File: src/rtl/reg_file_ctrl_fsm.sv
// Control sequencer for the shared-bus register-file datapath. It runs one
// register, immediate or move instruction at a time and checks register indices.
module reg_file_ctrl_fsm #(
  parameter int DATA_W  = 16,
  parameter int NREG    = 4,
  parameter int PARAM_W = 6
) (
  input  logic               CLK,
  input  logic               RESET_N,
  input  logic               START,
  input  logic [3:0]         OPCODE,
  input  logic [PARAM_W-1:0] P1,
  input  logic [PARAM_W-1:0] P2,
  output logic               PCINC,
  output logic [NREG-1:0]    RI_OUT,
  output logic [NREG-1:0]    RI_IN,
  output logic               ALU_REG1,
  output logic               ALU_REG2,
  output logic               ALU_REGO,
  output logic               ALU_TRI,
  output logic               IMM_TRI,
  output logic [DATA_W-1:0]  IMM_OUT,
  output logic [2:0]         ALU_OP,
  output logic               BUSY,
  output logic               FINISH,
  output logic               ERR,
  output logic [2:0]         state_dbg
);

  localparam int IDX_W = (NREG > 1) ? $clog2(NREG) : 1;
  localparam logic [31:0] NREG_U = NREG;

  // START/ready handshake: START is a request that is taken only while the
  // sequencer sits in IDLE; in any other state it is ignored and never queued.
  typedef enum logic [2:0] {
    S_IDLE   = 3'd0,
    S_FETCH  = 3'd1,
    S_LOAD_A = 3'd2,
    S_LOAD_B = 3'd3,
    S_EXEC   = 3'd4,
    S_WRITE  = 3'd5,
    S_MOVE   = 3'd6,
    S_DONE   = 3'd7
  } state_t;

  state_t state, nxt;

  logic [3:0]         op_q;
  logic [PARAM_W-1:0] p1_q, p2_q;
  logic               imm_mode, idx_err, set_err;
  logic [NREG-1:0]    p1_hot, p2_hot;

  logic            d_pcinc, d_reg1, d_reg2, d_rego, d_alu_tri, d_imm_tri;
  logic            d_busy, d_finish;
  logic [NREG-1:0] d_ri_out, d_ri_in;
  logic [2:0]      d_alu_op;

  assign imm_mode  = op_q[3];
  // Comparing the whole parameter field also catches nonzero bits above IDX_W.
  assign idx_err   = (32'(p1_q) >= NREG_U) || (!imm_mode && (32'(p2_q) >= NREG_U));
  assign p1_hot    = NREG'(1) << p1_q[IDX_W-1:0];
  assign p2_hot    = NREG'(1) << p2_q[IDX_W-1:0];
  assign state_dbg = state;

  always_comb begin
    nxt     = state;
    set_err = 1'b0;
    case (state)
      S_IDLE:   if (START) nxt = S_FETCH;
      S_FETCH: begin
        if (idx_err) begin
          nxt     = S_DONE;
          set_err = 1'b1;
        end else if (op_q[2:0] == 3'b111) begin
          nxt = S_MOVE;
        end else begin
          nxt = S_LOAD_A;
        end
      end
      S_LOAD_A: nxt = S_LOAD_B;
      S_LOAD_B: nxt = S_EXEC;
      S_EXEC:   nxt = S_WRITE;
      S_WRITE:  nxt = S_DONE;
      S_MOVE:   nxt = S_DONE;
      S_DONE:   nxt = S_IDLE;
      default:  nxt = S_IDLE;
    endcase
  end

  // Outputs are decoded from the next state so that they register together with it.
  always_comb begin
    d_pcinc   = (nxt == S_FETCH);
    d_busy    = (nxt != S_IDLE);
    d_finish  = (nxt == S_DONE);
    d_ri_out  = '0;
    d_ri_in   = '0;
    d_reg1    = 1'b0;
    d_reg2    = 1'b0;
    d_rego    = 1'b0;
    d_alu_tri = 1'b0;
    d_imm_tri = 1'b0;
    d_alu_op  = 3'b000;
    case (nxt)
      S_LOAD_A: begin
        d_ri_out = p1_hot;
        d_reg1   = 1'b1;
      end
      S_LOAD_B: begin
        d_ri_out  = imm_mode ? '0 : p2_hot;
        d_imm_tri = imm_mode;
        d_reg2    = 1'b1;
      end
      S_EXEC:  d_rego = 1'b1;
      S_WRITE: begin
        d_alu_tri = 1'b1;
        d_ri_in   = p1_hot;
      end
      S_MOVE: begin
        d_ri_out  = imm_mode ? '0 : p2_hot;
        d_imm_tri = imm_mode;
        d_ri_in   = p1_hot;
      end
      default: ;
    endcase
    if (nxt == S_LOAD_A || nxt == S_LOAD_B || nxt == S_EXEC || nxt == S_WRITE)
      d_alu_op = op_q[2:0];
  end

  always_ff @(posedge CLK or negedge RESET_N) begin
    if (!RESET_N) begin
      state    <= S_IDLE;
      op_q     <= '0;
      p1_q     <= '0;
      p2_q     <= '0;
      IMM_OUT  <= '0;
      ERR      <= 1'b0;
      PCINC    <= 1'b0;
      RI_OUT   <= '0;
      RI_IN    <= '0;
      ALU_REG1 <= 1'b0;
      ALU_REG2 <= 1'b0;
      ALU_REGO <= 1'b0;
      ALU_TRI  <= 1'b0;
      IMM_TRI  <= 1'b0;
      ALU_OP   <= 3'b000;
      BUSY     <= 1'b0;
      FINISH   <= 1'b0;
    end else begin
      state    <= nxt;
      PCINC    <= d_pcinc;
      RI_OUT   <= d_ri_out;
      RI_IN    <= d_ri_in;
      ALU_REG1 <= d_reg1;
      ALU_REG2 <= d_reg2;
      ALU_REGO <= d_rego;
      ALU_TRI  <= d_alu_tri;
      IMM_TRI  <= d_imm_tri;
      ALU_OP   <= d_alu_op;
      BUSY     <= d_busy;
      FINISH   <= d_finish;
      if (state == S_IDLE && START) begin
        op_q    <= OPCODE;
        p1_q    <= P1;
        p2_q    <= P2;
        IMM_OUT <= DATA_W'($signed(P2));
        ERR     <= 1'b0;
      end else if (set_err) begin
        ERR <= 1'b1;
      end
    end
  end

endmodule

File: config.mk
export PLATFORM = sky130hd
export DESIGN_NAME = reg_file_ctrl_fsm
export DESIGN_NICKNAME = d
export VERILOG_FILES = /design/src/rtl/reg_file_ctrl_fsm.sv
export SDC_FILE = /design/constraint.sdc
export NUM_CORES = 1
export LEC_CHECK = 0
export ABC_CLOCK_PERIOD_IN_PS = 2650
export CAP_MARGIN = 20
export CORE_MARGIN = 2
export CORE_UTILIZATION = 44
export CTS_CLUSTER_DIAMETER = 30
export DETAILED_ROUTE_END_ITERATION = 12
export PLACE_DENSITY = 0.79
export SYNTH_ARGS = -nofsm -noshare
export SYNTH_HDL_FRONTEND = slang
export SYNTH_SLANG_ARGS = --single-unit
File: constraint.sdc
create_clock -name CLK -period 2.65 [get_ports CLK]
set_clock_uncertainty 0.2 [all_clocks]
set_input_delay 0.53 -clock CLK [delete_from_list [all_inputs] [get_ports CLK]]
set_output_delay 0.53 -clock CLK [all_outputs]
set_load 0.02 [all_outputs]
==> results of run 1 <==
## registers in the layout, indices dropped and copies added, names as in the netlist, 3 cells and up
signal     cells
p2_q           6
p1_q           6
RI_IN          4
RI_OUT         4
state_dbg      3
op_q           4
ALU_OP         3
## Yosys cell counts (2+ instances only)
library cell	instances
a31oi_1	3
buf_6	2
a21oi_1	2
nor3_1	4
mux2_2	16
nor2b_1	3
and2b_1	2
and2_1	4
buf_2	2
buf_4	10
nand3b_1	2
nand2_1	3
nor2_1	3
o21ai_0	4
nand3_1	3
dfrtp_1	39
o22ai_1	4
nand2b_1	3
nor4_1	4
## logic make-up after synthesis
group	count (synthesis)	synth area share (%)
AOI/OAI and AO/OA	16	6.06
xor gates and xnor gates	1	0.544
buffers and inverters	16	7.14
DFF	39	60.6
muxes	16	11.2
and+or+nand+nor	37	14.5
## layer usage
metal | track usage [%] | up-vias | wire (µm)
met2 | 26.6 | 36 | 1420
met3 | 5.38 | 5 | 181
met5 | 0 | - | 0
li1 | - | 528 | -
met1 | 17.8 | 513 | 1230
met4 | 7.18 | 0 | 38
## how the worst min path moves through the flow
stage / end / slack (ns) / from
global route: p1_q[4]$_DFFE_PN0P_ / 0.12 / RESET_N
finish: op_q[2]$_DFFE_PN0P_ / 0.07 / RESET_N
global placement: p1_q[5]$_DFFE_PN0P_ / 0.29 / p1_q[5]$_DFFE_PN0P_
CTS: p1_q[4]$_DFFE_PN0P_ / 0.09 / RESET_N
floorplan: ALU_OP[0]$_DFF_PN0_ / 0.03 / RESET_N
detailed placement: p1_q[4]$_DFFE_PN0P_ / 0.31 / p1_q[4]$_DFFE_PN0P_
## power breakdown
part | switching, W | internal, W
Combinational | 0.000567 | 0.000601
Sequential | 0.000197 | 0.000802
Clock | 0.000182 | 0.000102
Total | 0.000945 | 0.00150
## through the flow
stage | power, W | cells | instance area, µm² | util, %
2_1_floorplan | 0.00176 | 125 | 1610 | -
3_3_place_gp | 0.00215 | 215 | 2140 | 62.6
3_5_place_dp | 0.00218 | 215 | 2140 | 62.6
4_1_cts | 0.00248 | 223 | 2190 | 64.2
5_1_grt | 0.00261 | 223 | 2190 | 64.2
6_report | 0.00245 | 223 | 2190 | 64.2
## cell type report
class / instances / area, µm² / share of cell area (%)
timing repair buffer: 59 / 581 / 26.5
inverter: 1 / 3.75 / 0.171
clock inverter: 2 / 12.5 / 0.571
clock buffer: 6 / 41.3 / 1.88
tap: 46 / 57.6 / 2.63
sequential: 39 / 976 / 44.5
multi-input combinational: 70 / 520 / 23.7
==> impl_metrics.yaml, run 1 <==
routing:
  firstDrtPassIters: 4
  routedWlPerCell_um: 12.9
  via_count: 1082
  viasPerCell: 4.85
  drc_errors: 0
  ant_nets: 0
  routed_wl_um: 2870
  drt_iter0_markers: 28
setup_path:
  critical_path.max_fanout: 13
  critPathBufInv: 1
  endpoint_kind: "output pin"
  r2r_slack_ns: 0.57
  cp.depth: 1
  max_stage_delay_ns: 0.70
  cp_slowest_cell: "clkdlybuf4s50_1"
  r2r_start: "p2_q[5]$_DFFE_PN0P_"
  r2r_end: "state_dbg[2]$_DFF_PN0_"
  path_cells: "clkdlybuf4s50_1"
  crit_end: "state_dbg[2]"
  worst_r2r_path_depth: 4
  critical_path.top_delay_family: "buffers and inverters"
  required_ns: 1.92
  critical_path_class: "reg -> out"
  crit_arrival_ns: 1.63
  crit_start: "state_dbg[2]$_DFF_PN0_"
  cp-start-kind: "flop"
clock_network:
  clock_path_buffers: 2
  clk_pin_slew_ns: 0.11
  cts_tree: "done"
  clkSinkCount: 39
  postCtsSetupRepairBufs: 0
  cts_repair_resize_count: 0
  clk_latency_ns: 0.33
  clock-root-buffer: "clkbuf_4"
  h-tree-depth: 2
  holdBufCountCts: 0
  cts-buffers-inserted: 5
synth:
  ys_top_cells_by_area: "dfrtp_1, mux2_2, buf_4, and2_1, nor4_1"
  netlist_instances: 125
  ys_seq_elements: 39
  yosys.area.top_type: "dfrtp_1"
  yosysWarnings: 0
  yosysTopAreaCellShare_pct: 60.6
  synthArstFlopShare_pct: 100
  syn_nets: 144
  syn_area_um2: 1610
  avgSynthCellArea_um2: 12.9
  synth_edf_count: 0
  ys_seq_area_share_pct: 60.6
  ys_types: 31
  synthFlopType: "dfrtp_1"
global_route:
  antenna_found_initial: 0
  grt_overflow: 0
  grt_pass1_vias: 1075
  grt_use_total_pct: 15.7
  grt_max_degree: 40
  grt_pass1_wl_um: 4880
sta:
  period_minus_slack_ns: 2.36
  finalSetupViolCount: 0
  finalCritPeriodShare_pct: 89.1
  tns_ns: 0
  slew_headroom_pct: 46.2
  final_max_slew_viol_count: 0
  whs_ns: 0.0735
  worst_slew_pin_slew_ns: 0.807
  rsz0062_at_grt: "no"
  finalWorstSetupSlack_ns: 0.290
  final_hold_viol_count: 0
  clock.fmax_mhz: 424
pwr:
  irDropWorstVdd_v: 0.000629
  pwr_density_cell_nw_per_um2: 1120
  p_leak_nw: 0.924
finish:
  fillerInstances: 267
  syn_to_final_growth_pct: 36.0
  drive_gt1_share_pct: 16.4
  diodes: 0
  most-common-layout-cells: "clkdlybuf4s50_1, dfrtp_1, mux2_2"
  layout.nets: 195
  final_common_cell: "clkdlybuf4s50_1"
floorplan:
  initial_core_util_pct: 47.2
  rows: 21
  die_x_um: 64.5
  dieArea_um2: 4160
  pin_count: 58
  core_um2: 3420
  fp.dieH_um: 64.5
placement:
  place_congestion: 0.796
  port_buffers: 57
  hpwl_um: 2110
  dp_slack_ns: 0.467
hold_path:
  hold_class: "in -> async"
outcome:
  status: "finished clean"
run:
  drv_cap: 0
(Power assumes the default switching activity.)
==> run 2, diff against run 1 <==
- ABC_CLOCK_PERIOD_IN_PS: 2650 -> unset
- SKIP_LAST_GASP: unset -> 1
- SLEW_MARGIN: unset -> 20
==> results of run 2 <==
Final layout, timing and power as in run 1 (identical DEF).
==> run 3, diff against run 2 <==
- SKIP_LAST_GASP: 1 -> unset
==> results of run 3 <==
Final layout, timing and power as in run 1 (identical DEF).
